$ cat src/rtl/rs232_pkg.sv
// rtl/rs232_pkg.sv - shared constants and state encoding for the RS-232 receiver
package rs232_pkg;

  localparam logic MARK      = 1'b1;
  localparam logic START_BIT = 1'b0;
  localparam logic STOP_BIT  = 1'b1;

  localparam int DATA_BITS       = 8;
  localparam int DEFAULT_DIVISOR = 560;

  typedef enum logic [1:0] {
    IDLE  = 2'd0,
    START = 2'd1,
    DATA  = 2'd2,
    STOP  = 2'd3
  } state_t;

endpackage

$ cat src/rtl/rs232_sync.sv
// rtl/rs232_sync.sv - two-flop synchroniser on rxd plus previous-level flop for edge detect
module rs232_sync
  import rs232_pkg::*;
(
  input  logic clk,
  input  logic reset,
  input  logic rxd,
  output logic rx_s,
  output logic fall
);

  logic r_meta;
  logic r_rx_s;
  logic r_rx_d;

  // Reset to mark so a line already idle never looks like a falling edge.
  always_ff @(posedge clk) begin
    if (reset) begin
      r_meta <= MARK;
      r_rx_s <= MARK;
      r_rx_d <= MARK;
    end else begin
      r_meta <= rxd;
      r_rx_s <= r_meta;
      r_rx_d <= r_rx_s;
    end
  end

  assign rx_s = r_rx_s;
  assign fall = r_rx_d & ~r_rx_s;

endmodule

$ cat src/rtl/rs232receive.sv
// rtl/rs232receive.sv - 8N1 LSB-first serial receiver with mid-bit sampling and framing check
module rs232receive
  import rs232_pkg::*;
#(
  parameter int DIVISOR = DEFAULT_DIVISOR,
  parameter int HALF    = DIVISOR / 2
) (
  input  logic                 clk,
  input  logic                 reset,
  input  logic                 rxd,
  output logic [DATA_BITS-1:0] data,
  output logic                 data_valid,
  output logic                 framing_error,
  output logic                 busy
);

  localparam logic [15:0] LP_BIT_LAST  = 16'(DIVISOR - 1);
  localparam logic [15:0] LP_HALF_LAST = 16'(HALF - 1);
  localparam logic [2:0]  LP_LAST_IDX  = 3'(DATA_BITS - 1);

  logic w_rx_s;
  logic w_fall;

  state_t               r_state;
  logic [15:0]          r_cnt;
  logic [2:0]           r_bit_idx;
  logic [DATA_BITS-1:0] r_shift;
  logic [DATA_BITS-1:0] r_data;
  logic                 r_data_valid;
  logic                 r_framing_error;
  logic                 r_busy;

  rs232_sync u_sync (
    .clk   (clk),
    .reset (reset),
    .rxd   (rxd),
    .rx_s  (w_rx_s),
    .fall  (w_fall)
  );

  always_ff @(posedge clk) begin
    if (reset) begin
      r_state         <= IDLE;
      r_cnt           <= 16'd0;
      r_bit_idx       <= 3'd0;
      r_shift         <= '0;
      r_data          <= '0;
      r_data_valid    <= 1'b0;
      r_framing_error <= 1'b0;
      r_busy          <= 1'b0;
    end else begin
      r_data_valid    <= 1'b0;
      r_framing_error <= 1'b0;
      r_cnt           <= r_cnt + 16'd1;
      case (r_state)
        IDLE: begin
          r_cnt <= 16'd0;
          if (w_fall) begin
            r_state <= START;
            r_busy  <= 1'b1;
          end
        end
        START: begin
          // Line back high at mid start bit means a glitch, not a frame.
          if (r_cnt == LP_HALF_LAST) begin
            r_cnt <= 16'd0;
            if (w_rx_s == START_BIT) begin
              r_state   <= DATA;
              r_bit_idx <= 3'd0;
            end else begin
              r_state <= IDLE;
              r_busy  <= 1'b0;
            end
          end
        end
        DATA: begin
          if (r_cnt == LP_BIT_LAST) begin
            r_cnt     <= 16'd0;
            r_shift   <= {w_rx_s, r_shift[DATA_BITS-1:1]};
            r_bit_idx <= r_bit_idx + 3'd1;
            if (r_bit_idx == LP_LAST_IDX) r_state <= STOP;
          end
        end
        STOP: begin
          // Returning to IDLE at mid stop bit leaves half a bit to catch the next start edge.
          if (r_cnt == LP_BIT_LAST) begin
            r_cnt   <= 16'd0;
            r_state <= IDLE;
            r_busy  <= 1'b0;
            if (w_rx_s == STOP_BIT) begin
              r_data       <= r_shift;
              r_data_valid <= 1'b1;
            end else begin
              r_framing_error <= 1'b1;
            end
          end
        end
        default: begin
          r_state <= IDLE;
          r_busy  <= 1'b0;
        end
      endcase
    end
  end

  assign data          = r_data;
  assign data_valid    = r_data_valid;
  assign framing_error = r_framing_error;
  assign busy          = r_busy;

endmodule

$ cat config.mk
export PLATFORM = sky130hd
export DESIGN_NAME = rs232receive
export DESIGN_NICKNAME = d
export VERILOG_FILES = /design/src/rtl/rs232_pkg.sv /design/src/rtl/rs232_sync.sv /design/src/rtl/rs232receive.sv
export SDC_FILE = /design/constraint.sdc
export NUM_CORES = 1
export LEC_CHECK = 0
export CORE_UTILIZATION = 40
export CTS_BUF_LIST = sky130_fd_sc_hd__clkbuf_4 sky130_fd_sc_hd__clkbuf_8 sky130_fd_sc_hd__clkbuf_16
export DETAILED_ROUTE_END_ITERATION = 16
export REMOVE_ABC_BUFFERS = 1
export SLEW_MARGIN = 20
export SYNTH_ARGS = -nofsm -noshare
export SYNTH_HDL_FRONTEND = slang
export SYNTH_SLANG_ARGS = --single-unit
$ cat constraint.sdc
create_clock -name clk -period 3.9 [get_ports clk]
set_input_delay 0.585 -clock clk [delete_from_list [all_inputs] [get_ports clk]]
set_output_delay 0.585 -clock clk [all_outputs]
set_load 0.005 [all_outputs]
After elaboration in Yosys (flattened, before gate mapping) --
Cells that the tools add are included.
Word-level totals: RAM bits 0, register bits after elaboration 43, memory bits (read-only) 0, input port bits 3, memories 0, word-level logic and storage cells 61, output and inout port bits 11, bits in latches 0
Operators by class: add/subtract/negate cells 2, reductions and logical operators 10, equality and inequality tests 13, divide/modulo/power cells 0, shift-type cells 0, multipliers 0, multiplexer cells 21, order comparisons 0, bitwise logic cells 4
Operator list (number):
- case mux 16 bit (3 select lines) | 1
- two-way mux 16 bit | 2
- adder 16 x 1 -> 16 bit, second input constant | 1
- equality test 16 x 10 -> 1 bit, second input constant | 1
- equality test 16 x 9 -> 1 bit, second input constant | 1
- two-way mux 2 bit | 6
- inequality test 2 bit, second input constant | 5
- AND reduction 5 bit | 2
- two-way mux 3 bit | 3
- case mux 2 bit (4 select lines) | 1
- two-way mux 1 bit | 6
- case mux 3 bit (2 select lines) | 1
- equality test 2 bit, second input constant | 2
- inequality test 2 x 1 -> 1 bit, second input constant | 2
- AND reduction 4 bit | 1
- adder 3 x 1 -> 3 bit, second input constant | 1
- equality test 3 bit, second input constant | 1
- NOT 1 bit | 3
- case mux 1 bit (3 select lines) | 1
- AND reduction 3 bit | 1
- nonzero test 3 bit | 1
- OR reduction 3 bit | 1
- equality test 2 x 1 -> 1 bit, second input constant | 1
- zero test 2 bit | 1
- 4 further kinds | 4

Depth between registers and ports, before layout --
Gate-level depths: netlist of run 1.
word-level depth 4, gate-level depth with buffers 7, mapped depth without buffers 5

By module --
Synthesis of run 1 repeated with hierarchy kept, for this count alone.
Unflattened totals: cells, all modules 217, area total of the unflattened synthesis 1998.2 um2
Modules (own cells, without submodules):
- rs232receive | cells an instance 210, sequential area each 800.8 um2, times used 1, area each 1913.1 um2
- rs232_sync | cells an instance 7, sequential area each 60.1 um2, times used 1, area each 85.1 um2

Worst setup path before layout of run 1 --
Ideal clock, no wire load.
kind flip-flop to flip-flop, start register r_cnt[0], end register r_cnt[10], path slack 2.151 ns, clock period less this slack 1.749 ns, setup time 0.115 ns, data arrival time 1.635 ns, cell stages (with the launch flop) 8, required time 3.785 ns, cell sequence dfxtp_1 ha_1 and2_0 clkbuf_1 a311oi_2 a211oi_4 buf_8 nor2_2
Between the ends: cells in the longest elaborated chain, start to end 3
Ends and longest elaborated chain:
- start, declared | RTL line rs232receive.sv:25 | logic [15:0] r_cnt;
- start signal, assigned | RTL line rs232receive.sv:54 | r_cnt <= r_cnt + 16'd1;
- adder 16 x 1 -> 16 bit (tied with other cells) | RTL line rs232receive.sv:54
- two-way mux 16 bit, on equally long branches | RTL line rs232receive.sv:77, rs232receive.sv:86, rs232receive.sv:65
- case mux 16 bit (3 select lines) (*) | RTL line rs232receive.sv:55 | case (r_state)
Every way passes the cells marked *; elsewhere a longest branch is shown, timed or not. A chain may end at the register's enable or synchronous reset.

Worst setup path after layout of run 1 --
start register r_cnt[4], end register r_cnt[2]
Between the ends: cells in the longest elaborated chain, start to end 3
Ends and longest elaborated chain (RTL line):
- equality test 16 x 10 -> 1 bit / equality test 16 x 9 -> 1 bit (equally long branches) | rs232receive.sv:77, rs232receive.sv:86, rs232receive.sv:65
- two-way mux 16 bit, on equally long branches | rs232receive.sv:77, rs232receive.sv:86, rs232receive.sv:65
- case mux 16 bit (3 select lines) (*) | rs232receive.sv:55
Marked as above.

==> results of run 1 <==
==> cells by family after synthesis <==
kind of cell    synth area share
simple gates               0.301
compound gates             0.147
flops                      0.434
buf+inv                   0.0422
xor+xnor                  0.0573
fa+ha+maj                 0.0189
==> layer usage <==
metal,GRT usage,up-vias
met5,0,-
met4,0.0392,0
met3,0.0417,0
met2,0.234,36
met1,0.255,701
li1,-,810
==> per-stage QoR <==
step	worst slack, ns	total power, W	std cells	hold slack (ns)	util
detailed placement	1.39	0.000476	285	0.400	0.447
CTS	1.57	0.000755	293	0.419	0.466
finish	1.58	0.000746	293	0.414	0.466
global placement	1.40	0.000476	285	0.393	0.447
floorplan	2.02	0.000465	204	0.389	-
global route	1.40	0.000778	293	0.452	0.466
==> worst max-delay path: stages (launching register included) <==
cell and delay, ns:
sky130_fd_sc_hd__dfxtp_1 0.54, sky130_fd_sc_hd__nor3b_1 0.59, sky130_fd_sc_hd__a211oi_1 0.23, sky130_fd_sc_hd__a211oi_4 0.72, sky130_fd_sc_hd__nor2_1 0.10
==> power by group through the flow <==
stage               registers [W]  clock network [W]   logic, W
finish                   0.000445           0.000281  0.0000207
global route             0.000445           0.000309  0.0000232
CTS                      0.000445           0.000290  0.0000210
detailed placement       0.000455                  0  0.0000208
global placement         0.000455                  0  0.0000208
floorplan                0.000454                  0  0.0000107
==> sequential cells by signal (all words and copies together) (netlist names), 3 cells and up, named ones only <==
register	count
r_cnt	16
r_bit_idx	3
r_shift	8
data	8
==> worst max path at each step <==
| stage | startpoint | end | slack [ns] | depth (start not counted) |
|---|---|---|---|---|
| floorplan | r_cnt[0]$_SDFF_PP0_ | r_cnt[12]$_SDFF_PP0_ | 2.02 | 5 |
| global placement | reset | r_cnt[12]$_SDFF_PP0_ | 1.40 | 4 |
| detailed placement | reset | r_cnt[2]$_SDFF_PP0_ | 1.39 | 4 |
| CTS | r_cnt[4]$_SDFF_PP0_ | r_cnt[2]$_SDFF_PP0_ | 1.57 | 4 |
| global route | r_cnt[4]$_SDFF_PP0_ | r_cnt[12]$_SDFF_PP0_ | 1.40 | 4 |
| finish | r_cnt[4]$_SDFF_PP0_ | r_cnt[2]$_SDFF_PP0_ | 1.58 | 4 |
==> layout by cell type, fill, tap and decap left out, types with 6 or more instances in the layout <==
| cell | Yosys | final |
|---|---|---|
| sky130_fd_sc_hd__a21oi_1 | 20 | 20 |
| sky130_fd_sc_hd__and4_1 | 6 | 6 |
| sky130_fd_sc_hd__clkdlybuf4s50_1 | 0 | 13 |
| sky130_fd_sc_hd__dfxtp_1 | 43 | 43 |
| sky130_fd_sc_hd__nand3_1 | 24 | 24 |
| sky130_fd_sc_hd__nand4_1 | 12 | 12 |
| sky130_fd_sc_hd__nor2_1 | 7 | 7 |
| sky130_fd_sc_hd__nor2_2 | 10 | 10 |
| sky130_fd_sc_hd__o21ai_0 | 18 | 18 |
| sky130_fd_sc_hd__xor2_1 | 12 | 12 |
==> layout make-up <==
class,count,area (um^2),share of cell area
clock inverters,1,5.00,0.00226
inverters,1,3.75,0.00169
repair buffers,14,138,0.0621
multi-input cells,160,1040,0.470
well taps,67,83.8,0.0378
flip-flops and latches,43,861,0.388
clock buffers,7,83.8,0.0378
==> results.md, run 1 <==
- The run finished with clean final reports.
- After clock tree synthesis, the clock-pin slew on the worst setup and hold paths is approximately 0.08 ns.
- The total placed instance area is 2130 um^2.
- The largest net degree at the start of global routing is 26.
- The number of buffers created by CTS is 5.
- The core region is 4750 um^2.
- Data arrives at the worst endpoint at 2.47 ns.
- The static leakage power is a little over 0.7 nW.
- After detailed routing, the number of remaining DRC violations is 0.
- Counting distinct cell types in the post-synthesis netlist gives 42.
- The highest clock frequency the design can meet is between 400 and 500 MHz.
- Across every metal layer, demand over resource in global routing totals 0.167.
- The part of the total power dissipated in sequential elements is 0.596.
- The capture endpoint of the worst hold path is u_sync.rx_s$_SDFF_PP1_.
- The initial antenna violation count is 0.
- The number of enable-type register cells in the synthesized netlist is 0.
- Of the total power, the share spent switching nets is 0.209.
- The detailed placer's ending HPWL is 2.62 mm.
- The floorplan step set the die height to about 72 um.
- The sort of element at the start of the critical path is a flip-flop.
- The final wirelength is a little under 4 mm.
- The switching power of the nets is approximately 0.00016 W.
- The repair_antennas step left the layout with diodes totalling 0.
- The average cell area after synthesis is 9.07 um^2.
- The number of failing hold endpoints at the final stage is 0.
- The floorplan die area is 5250 um^2.
- Max-cap violations in this run came to 0.
- The floorplan has 25 rows.
- The count of input and output buffers is 13.
- Synthesis produced approximately 220 cells.
- The share of the Yosys chip area taken by registers is 0.434.
- The clock passes through at most 2 buffers.
- The worst hold path cell count is 1.
- The number of inserted filler cells in the final layout is 485.
- The maximum vdd drop is ~0.17 mV.
- The remaining antenna violation count after routing is 0.
- The number of sinks driven by the clock tree is 43.
- Sorting the synthesized cells by how often they occur yields 43 x sky130_fd_sc_hd__dfxtp_1, 24 x sky130_fd_sc_hd__nand3_1, 20 x sky130_fd_sc_hd__a21oi_1.
- Clock skew on the completed layout was measured at 0.00593 ns.
- The total overflow left after global routing is 0.
- Detailed routing placed a total of 1.65 mm of wire on met2.
- After detailed routing, the average wire length per cell comes to 13.3 um.
- Setup repair after global routing left no endpoint under its margin.
- For this block, wires on met1 add up to 2.14 mm.
- Of the total power, the clock network draws 0.376.
- For this design, the CTS-stage hold fixing added 0 buffers.
- In the routed layout, each cell is associated on average with a via count of 5.28.
- The via count of the first global-routing pass is 1441.
- The count of routing violations after the opening detailed-route iteration is 122.
- The total standard cell area after synthesis is 1990 um^2.
- The final worst-path cycle share is 0.595.
- The post-route cell area is about 2200 um^2.
- In the synthesized netlist the async set-or-reset flop fraction comes to 0.
- The final max-slew violation count is 0.
- The wire length of the first global-routing pass is 6.94 mm.
- The biggest fanout along the worst timing path is 16.
- The top cell type by total area after synthesis is sky130_fd_sc_hd__dfxtp_1.
- The kind of capture point of the worst setup path is a flip-flop.
- The share of synthesized area in the top cell type comes to 0.434.
- The initial core utilization is 0.418.
- The number of cells upsized or downsized after cts is 0.
- The H-tree depth is 2.
- Setup violations remaining at the end of the flow were counted as 0.
- The number of nets in the layout is 231.
- Counting cells, the worst reg-to-reg path comes to 4.
- The critical path is of the reg2reg type.
- Counting I/O delays and the setup requirement, the final critical path takes 2.32 ns.
- At the later pin of the worst-skew pair, clock insertion delay measures roughly 0.29 ns.
- For flop-to-flop paths, the worst setup slack is 1.58 ns.
- In the synthesized netlist the dominant register cell turns out to be sky130_fd_sc_hd__dfxtp_1.
- TritonCTS built the clock tree.
- The cell area power density is 337 nW/um^2.
- The chip width is roughly 72 um.
- For the pin with the worst max-slew slack, the measured transition is approximately 0.85 ns.
- The first-pass detailed-route iteration total is 4.
- In this run the tightest slew margin relative to its limit is 0.435.
- Relative to the synthesized area, the layout overhead comes to 11.6%.
- The final weighted congestion of routability-driven global placement is 0.757.
- The most common cell in the synthesized netlist is sky130_fd_sc_hd__dfxtp_1.
- In this run the worst hold path is classified as reg2reg.
- Pin placement for this block handled 14 I/O pins.
- The tree is rooted in a sky130_fd_sc_hd__clkbuf_8.
- The top routing layer in use is met3.
- The share of total power dissipated in combinational logic is 0.028.
- The beginning of the worst hold path is u_sync.r_meta$_SDFF_PP1_.
- For the worst setup path, the data required time is between 4 and 5 ns.
- The terminus of the critical flop-to-flop path is r_cnt[2]$_SDFF_PP0_.
- Of the cells placed in the final design, the portion with a size suffix greater than 1 is 0.142.
- The met3 layer wire length in the routed design is 115 um.
- Detailed routing inserted a total of 1547 vias.
- The internal power is 0.000590 W.
- Synthesis inferred 43 register bits.
- The startpoint of the worst-slack reg-to-reg timing path is r_cnt[4]$_SDFF_PP0_.
- The post-CTS setup buffer count is 0.
- Adding up every negative setup slack in the final design gives 0 ns.
- By area the synthesized netlist is led by sky130_fd_sc_hd__dfxtp_1 43%, sky130_fd_sc_hd__nand3_1 6.0%, sky130_fd_sc_hd__xor2_1 5.3%, sky130_fd_sc_hd__a21oi_1 5.0%, sky130_fd_sc_hd__o21ai_0 4.5%.
- During synthesis, Yosys emitted a total of 0 warnings.
No activity file was read; power rests on OpenSTA's default activity.
==> inputs of run 2 (changes only) <==
==> constraint.sdc (replaced) <==
create_clock -name clk -period 2.42 [get_ports clk]
set_input_delay 0.363 -clock clk [delete_from_list [all_inputs] [get_ports clk]]
set_output_delay 0.363 -clock clk [all_outputs]
set_load 0.005 [all_outputs]
==> run 2 against run 1 <==
Effect of this change: utilization increased by 0.47 points; combinational power increased by 69%; critical endpoint is now r_cnt[12]$_SDFF_PP0_; clock power is 63% higher; global-route usage grew 0.078 points.
==> results.md, run 2 (synthesis gave the netlist of run 1 again) <==
- The commonest non-fill, non-tap cell in the layout is sky130_fd_sc_hd__dfxtp_1 (unchanged).
- The count of unresolved DRC violations after routing is 0 (unchanged).
- The flip-flop count of the largest register, all copies and words added is 16 (unchanged).
- The final weighted congestion of routability-driven global placement is 0.740 (was 0.757).
- The total placed instance area is 2150 um^2 (was 2130 um^2).
- The die span in y is 72.5 um (unchanged).
- The post-CTS setup buffer count is 0 (unchanged).
- The floorplan die area came to 5250 um^2 (unchanged).
- The clock-pin slew on the worst setup and hold paths is 0.08 ns (about the same).
- The count of input and output buffers is 13 (unchanged).
- The biggest fanout along the worst timing path is 16 (unchanged).
- The average vias per placed instance was 5.28 (about the same).
- The H-tree depth is 2 (unchanged).
- The sort of element at the start of the critical path is a flip-flop (unchanged).
- The number of placed I/O pins is 14 (unchanged).
- The maximum buffer depth of the clock tree is 2 (unchanged).
- The CTS tree is built (unchanged).
- The kind of capture point of the worst setup path is a flip-flop (unchanged).
- The number of antenna cells inserted came to 0 (unchanged).
- The data required time at the worst endpoint is 2.60 ns (was 4.04 ns).
- The remaining antenna violation count after routing is 0 (unchanged).
- The post-route cell area is 2240 um^2 (was 2220 um^2).
- The number of sinks driven by the clock tree was 43 (unchanged).
- Leading cell types in the layout, fill and taps excluded: 43 x sky130_fd_sc_hd__dfxtp_1, 24 x sky130_fd_sc_hd__nand3_1, 20 x sky130_fd_sc_hd__a21oi_1, 18 x sky130_fd_sc_hd__o21ai_0, 13 x sky130_fd_sc_hd__clkdlybuf4s50_1 (unchanged).
- The number of nets in the layout is 234 (was 231).
- The static leakage power is 0.729 nW (was 0.714 nW).
- The combined global-route utilization of all metal layers is 0.168 (was 0.167).
- The clock network power share came to 0.378 (was 0.376).
- The first-pass detailed-route iteration total is 4 (unchanged).
- The count of routing violations after the opening detailed-route iteration is 88 (was 122).
- The maximum vdd drop was 0.293 mV (was 0.165 mV).
- The net switching share of the total power came to 0.213 (was 0.209).
- The cell area power density came to 540 nW/um^2 (was 337 nW/um^2).
- The final critical delay including setup and external delays was 1.89 ns (was 2.32 ns).
- The switching power of the nets is 0.000257 W (was 0.000156 W).
- The type of the worst setup path is reg2reg (unchanged).
- The met1 wire length is 2.18 mm (was 2.14 mm).
- The share of total power in combinational logic was 0.029 (was 0.028).
- The top routing layer in use was met4 (was met3).
- The internal power is 0.000952 W (was 0.000590 W).
- The number of buffers created by CTS is 5 (unchanged).
- The final wirelength is 3.99 mm (was 3.90 mm).
- The initial core utilization is 0.418 (unchanged).
- The setup clock skew after layout is 0.00305 ns (was 0.00593 ns).
- The class of the tightest hold or removal check is reg2reg (unchanged).
- The global route total overflow is 0 (unchanged).
- The count of final setup violators was 0 (unchanged).
- Status: finished clean (unchanged).
- The total number of vias came to 1563 (was 1547).
- The wire length of the first global-routing pass is 6.89 mm (was 6.94 mm).
- RSZ-0062 raised after global routing: false (unchanged).
- The headroom to the max-slew limit is 0.691 (was 0.435).
- The top register by number of flip-flops is r_cnt (unchanged).
- The number of inserted filler cells in the final layout came to 487 (was 485).
- The chip width was 72.5 um (unchanged).
- The largest net degree at the start of global routing was 29 (was 26).
- The aggregate negative setup slack was 0 ns (unchanged).
- The count of placed standard cells in the final layout, fillers left out is 296 (was 293).
- The worst endpoint data arrival time is 2.07 ns (was 2.47 ns).
- The number of max-cap violations is 0 (unchanged).
- The proportion of layout cells with a drive suffix above 1 is 0.153 (was 0.142).
- The highest clock frequency the design can meet is 529 MHz (was 431 MHz).
- The via count of the first global-routing pass came to 1430 (was 1441).
- The number of buffers inserted by hold repair at cts is 0 (unchanged).
- The per-cell routed wire length is 13.5 um (was 13.3 um).
- The cell chosen for the clock root is sky130_fd_sc_hd__clkbuf_8 (unchanged).
- The met3 layer wire length in the routed design is 116 um (was 115 um).
- The final worst-path cycle share is 0.781 (was 0.595).
- The met2 layer wire length in the routed design is 1.63 mm (was 1.65 mm).
- The final max-slew violation count is 0 (unchanged).
- The cell count after placement is 288 (was 285).
- The worst-margin pin slew is 0.461 ns (was 0.845 ns).
- The initial antenna violation count came to 0 (unchanged).
- The synthesis-to-finish area growth came to 12.7% (was 11.6%).
- The worst slack on hold paths is 0.412 ns (was 0.414 ns).
- The number of failing hold endpoints at the final stage is 0 (unchanged).
- The core area was 4750 um^2 (unchanged).
- The number of cells upsized or downsized after cts came to 0 (unchanged).
- The site row count is 25 (unchanged).
- The part of the total power dissipated in sequential elements is 0.593 (was 0.596).
- The detailed placer's ending HPWL was 2.69 mm (was 2.62 mm).
- The clock insertion delay at the later pin of the skew report is 0.29 ns (about the same).
[run 2: cell count changes in the layout (fill, tap and decap cells not counted)]
cell	delta
sky130_fd_sc_hd__buf_4	+3
[run 2: worst paths after layout]
path	cells past startpoint	startpoint	slack [ns]	end
setup reg to reg	6	r_cnt[0]$_SDFF_PP0_	0.53	r_cnt[12]$_SDFF_PP0_
hold reg to reg	1	u_sync.r_meta$_SDFF_PP1_	0.41	u_sync.rx_s$_SDFF_PP1_
hold / removal	1	u_sync.r_meta$_SDFF_PP1_	0.41	u_sync.rx_s$_SDFF_PP1_
setup / recovery	6	r_cnt[0]$_SDFF_PP0_	0.53	r_cnt[12]$_SDFF_PP0_
[run 2: metal layers]
metal,GRT usage,up-vias
met5,0,-
met4,0.0654,0
met3,0.0375,5
met2,0.229,24
met1,0.252,716
li1,-,818
[run 2: worst max-delay path: stages, from the launching register on]
cell and delay, ns:
sky130_fd_sc_hd__dfxtp_1 0.39, sky130_fd_sc_hd__ha_1 0.23, sky130_fd_sc_hd__and2_0 0.39, sky130_fd_sc_hd__a311oi_2 0.20
sky130_fd_sc_hd__a211oi_4 0.23, sky130_fd_sc_hd__buf_4 0.27, sky130_fd_sc_hd__nor2_1 0.07
[run 2: layout make-up]
class	count	area, um^2	area share
Clock buffer	7	83.8	0.0375
Clock inverter	1	5.00	0.00224
Inverter	1	3.75	0.00168
Multi-Input combinational cell	160	1040	0.465
Sequential cell	43	861	0.385
Tap cell	67	83.8	0.0375
Timing Repair Buffer	17	160	0.0715
[run 2: metrics by stage]
stage / power [W] / setup slack [ns] / utilization
floorplan: 0.000749 / 0.540 / -
global placement: 0.000769 / 0.517 / 0.452
detailed placement: 0.000769 / 0.536 / 0.452
CTS: 0.00123 / 0.540 / 0.471
global route: 0.00126 / 0.328 / 0.471
finish: 0.00121 / 0.529 / 0.471
[run 2: power by group through the flow]
stage	Combinational, W	Sequential (W)	Clock [W]
floorplan	0.0000172	0.000732	0
global route	0.0000391	0.000718	0.000499
finish	0.0000349	0.000717	0.000457
detailed placement	0.0000354	0.000733	0
CTS	0.0000354	0.000716	0.000473
global placement	0.0000357	0.000733	0
==> inputs of run 3 (changes only) <==
==> constraint.sdc (replaced) <==
create_clock -name clk -period 1.94 [get_ports clk]
set_input_delay 0.291 -clock clk [delete_from_list [all_inputs] [get_ports clk]]
set_output_delay 0.291 -clock clk [all_outputs]
set_load 0.005 [all_outputs]
==> run 3 against run 2 <==
Effect of this change: routed wire length up 3.5%; final area up 6.8%; global-route usage up 1.2 points; first-iteration DRC count up 38%; combinational power up 42%; count of clock-buffer cells in the layout down 1; utilization up 3.2 points; flip-flop and latch count unchanged; die area unchanged; clock skew up 0.00081 ns.
==> results.md, run 3 (synthesis gave the netlist of run 1 again) <==
- The H-tree depth is 2 (unchanged).
- The number of nets in the layout was 246 (was 234).
- The chip width came to 72.5 um (unchanged).
- The count of unresolved DRC violations after routing is 0 (unchanged).
- The number of antenna cells inserted came to 0 (unchanged).
- The clock network power share is 0.468 (was 0.378).
- The via count of the first global-routing pass was 1480 (was 1430).
- The setup clock skew after layout was 0.00386 ns (was 0.00305 ns).
- The capture endpoint of the worst hold path is u_sync.rx_s$_SDFF_PP1_ (unchanged).
- The commonest non-fill, non-tap cell in the layout was sky130_fd_sc_hd__dfxtp_1 (unchanged).
- The floorplan die area is 5250 um^2 (unchanged).
- The sort of element at the start of the critical path is a flip-flop (unchanged).
- The initial antenna violation count is 0 (unchanged).
- The number of inserted filler cells in the final layout is 481 (was 487).
- The per-cell routed wire length is 13.4 um (was 13.5 um).
- The net switching share of the total power is 0.189 (was 0.213).
- The maximum vdd drop was 0.295 mV (was 0.293 mV).
- The total number of vias is 1647 (was 1563).
- The global route total overflow was 0 (unchanged).
- The static leakage power came to 0.817 nW (was 0.729 nW).
- The internal power is 0.00144 W (was 0.000952 W).
- The switching power of the nets is 0.000336 W (was 0.000257 W).
- The remaining antenna violation count after routing is 0 (unchanged).
- The proportion of layout cells with a drive suffix above 1 is 0.199 (was 0.153).
- The aggregate negative setup slack is 0 ns (unchanged).
- The average vias per placed instance was 5.35 (was 5.28).
- The clock insertion delay at the later pin of the skew report came to 0.29 ns (about the same).
- Leading cell types in the layout, fill and taps excluded: 43 x sky130_fd_sc_hd__dfxtp_1, 24 x sky130_fd_sc_hd__nand3_1, 20 x sky130_fd_sc_hd__a21oi_1, 18 x sky130_fd_sc_hd__o21ai_0, 15 x sky130_fd_sc_hd__buf_4 (was 43 x sky130_fd_sc_hd__dfxtp_1, 24 x sky130_fd_sc_hd__nand3_1, 20 x sky130_fd_sc_hd__a21oi_1, 18 x sky130_fd_sc_hd__o21ai_0, 13 x sky130_fd_sc_hd__clkdlybuf4s50_1).
- The met2 layer wire length in the routed design was 1.72 mm (was 1.63 mm).
- The synthesis-to-finish area growth is 20.4% (was 12.7%).
- The combined global-route utilization of all metal layers came to 0.180 (was 0.168).
- The top routing layer in use is met4 (unchanged).
- The headroom to the max-slew limit came to 0.687 (was 0.691).
- The final wirelength came to 4.13 mm (was 3.99 mm).
- The worst slack on hold paths was 0.414 ns (was 0.412 ns).
- RSZ-0062 raised after global routing: false (unchanged).
- The startpoint of the worst-slack reg-to-reg timing path is r_cnt[7]$_SDFF_PP0_ (was r_cnt[0]$_SDFF_PP0_).
- The CTS tree is built (unchanged).
- The share of total power in combinational logic came to 0.028 (was 0.029).
- The terminus of the critical flop-to-flop path is r_cnt[2]$_SDFF_PP0_ (was r_cnt[12]$_SDFF_PP0_).
- The kind of capture point of the worst setup path was a flip-flop (unchanged).
- The met1 wire length is 2.26 mm (was 2.18 mm).
- The number of buffers inserted by hold repair at cts is 0 (unchanged).
- The total placed instance area is 2250 um^2 (was 2150 um^2).
- The post-route cell area is 2390 um^2 (was 2240 um^2).
- The cell chosen for the clock root is sky130_fd_sc_hd__clkbuf_8 (unchanged).
- The count of routing violations after the opening detailed-route iteration is 121 (was 88).
- The initial core utilization is 0.418 (unchanged).
- The first-pass detailed-route iteration total is 6 (was 4).
- The core area was 4750 um^2 (unchanged).
- The number of sinks driven by the clock tree is 43 (unchanged).
- The maximum buffer depth of the clock tree is 2 (unchanged).
- The number of buffers created by CTS came to 5 (unchanged).
- The number of failing hold endpoints at the final stage was 0 (unchanged).
- The top register by number of flip-flops is r_cnt (unchanged).
- The final critical delay including setup and external delays is 1.74 ns (was 1.89 ns).
- The detailed placer's ending HPWL is 2.89 mm (was 2.69 mm).
- The class of the tightest hold or removal check is reg2reg (unchanged).
- The site row count is 25 (unchanged).
- The worst-margin pin slew is 0.466 ns (was 0.461 ns).
- The worst endpoint data arrival time is 1.93 ns (was 2.07 ns).
- Status: finished clean (unchanged).
- The final cell utilization of the core is 0.503 (was 0.471).
- The overall power after layout came to 0.00177 W (was 0.00121 W).
- The clock-pin slew on the worst setup and hold paths is 0.08 ns (about the same).
- The flip-flop count of the largest register, all copies and words added was 16 (unchanged).
- The count of input and output buffers is 13 (unchanged).
- The number of max-cap violations was 0 (unchanged).
- The type of the worst setup path was reg2reg (unchanged).
- The die span in y is 72.5 um (unchanged).
- The highest clock frequency the design can meet is 575 MHz (was 529 MHz).
- The wire length of the first global-routing pass is 7.27 mm (was 6.89 mm).
- The beginning of the worst hold path is u_sync.r_meta$_SDFF_PP1_ (unchanged).
- The number of placed I/O pins was 14 (unchanged).
- The count of final setup violators was 0 (unchanged).
- The depth of the worst register-to-register path is 5 (was 6).
- The met3 layer wire length in the routed design was 111 um (was 116 um).
- The cell area power density came to 743 nW/um^2 (was 540 nW/um^2).
- The biggest fanout along the worst timing path is 16 (unchanged).
- The largest net degree at the start of global routing is 24 (was 29).
- The part of the total power dissipated in sequential elements came to 0.504 (was 0.593).
- The final worst-path cycle share came to 0.897 (was 0.781).
- The worst hold path cell count was 1 (unchanged).
- The data required time at the worst endpoint is 2.13 ns (was 2.60 ns).
- The final weighted congestion of routability-driven global placement came to 0.742 (was 0.740).
- The register-to-register setup slack is 0.20 ns (was 0.53 ns).
- The final max-slew violation count is 0 (unchanged).
-- run 3: layer usage --
layer  GRT usage  vias up
met4      0.0523        0
met2       0.238       26
met1       0.280      780
met3      0.0458        5
li1            -      836
met5           0        -
-- run 3: cell type report --
| cell class | count | area (um^2) | area share |
|---|---|---|---|
| multi-input cells | 160 | 1040 | 0.436 |
| clock inverters | 2 | 60.1 | 0.0251 |
| repair buffers | 29 | 263 | 0.110 |
| clock buffers | 6 | 76.3 | 0.0319 |
| inverters | 1 | 3.75 | 0.00157 |
| flip-flops and latches | 43 | 861 | 0.360 |
| well taps | 67 | 83.8 | 0.0351 |
-- run 3: worst max-delay path by stage --
stage                              from  depth (start not counted)                        end  slack, ns
CTS                 r_cnt[0]$_SDFF_PP0_                          5  r_bit_idx[0]$_SDFFE_PP0P_       0.15
finish              r_cnt[7]$_SDFF_PP0_                          5        r_cnt[2]$_SDFF_PP0_       0.20
floorplan           r_cnt[0]$_SDFF_PP0_                          5       r_cnt[12]$_SDFF_PP0_       0.06
global route        r_cnt[7]$_SDFF_PP0_                          4    r_shift[7]$_SDFFE_PP0P_       0.09
global placement                  reset                          6       r_cnt[15]$_SDFF_PP0_       0.18
detailed placement  r_cnt[0]$_SDFF_PP0_                          5  r_bit_idx[0]$_SDFFE_PP0P_       0.16
-- run 3: timing repair --
action / in CTS / in global routing
resized for setup: 0 / 2
setup buffers: 0 / 0
setup endpoints to repair: 0 / 3
-- run 3: critical path, cell delays in order, from the launching register on --
cell,delay (ns)
sky130_fd_sc_hd__dfxtp_1,0.40
sky130_fd_sc_hd__nor4_4,0.49
sky130_fd_sc_hd__a311oi_2,0.21
sky130_fd_sc_hd__a211oi_4,0.28
sky130_fd_sc_hd__buf_12,0.19
sky130_fd_sc_hd__nor2_1,0.06
-- run 3: power groups by stage --
stage          Clock [W]  Sequential [W]  Combinational (W)
2_1_floorplan          0        0.000913          0.0000215
3_3_place_gp           0        0.000915          0.0000497
3_5_place_dp           0        0.000915          0.0000496
4_1_cts         0.000855        0.000894          0.0000498
5_1_grt         0.000882        0.000895          0.0000547
6_report        0.000832        0.000894          0.0000495
-- run 3: stage by stage --
step	instances	worst slack (ns)
2_1_floorplan	204	0.0603
3_3_place_gp	300	0.184
3_5_place_dp	300	0.157
4_1_cts	308	0.150
5_1_grt	308	0.0949
6_report	308	0.200
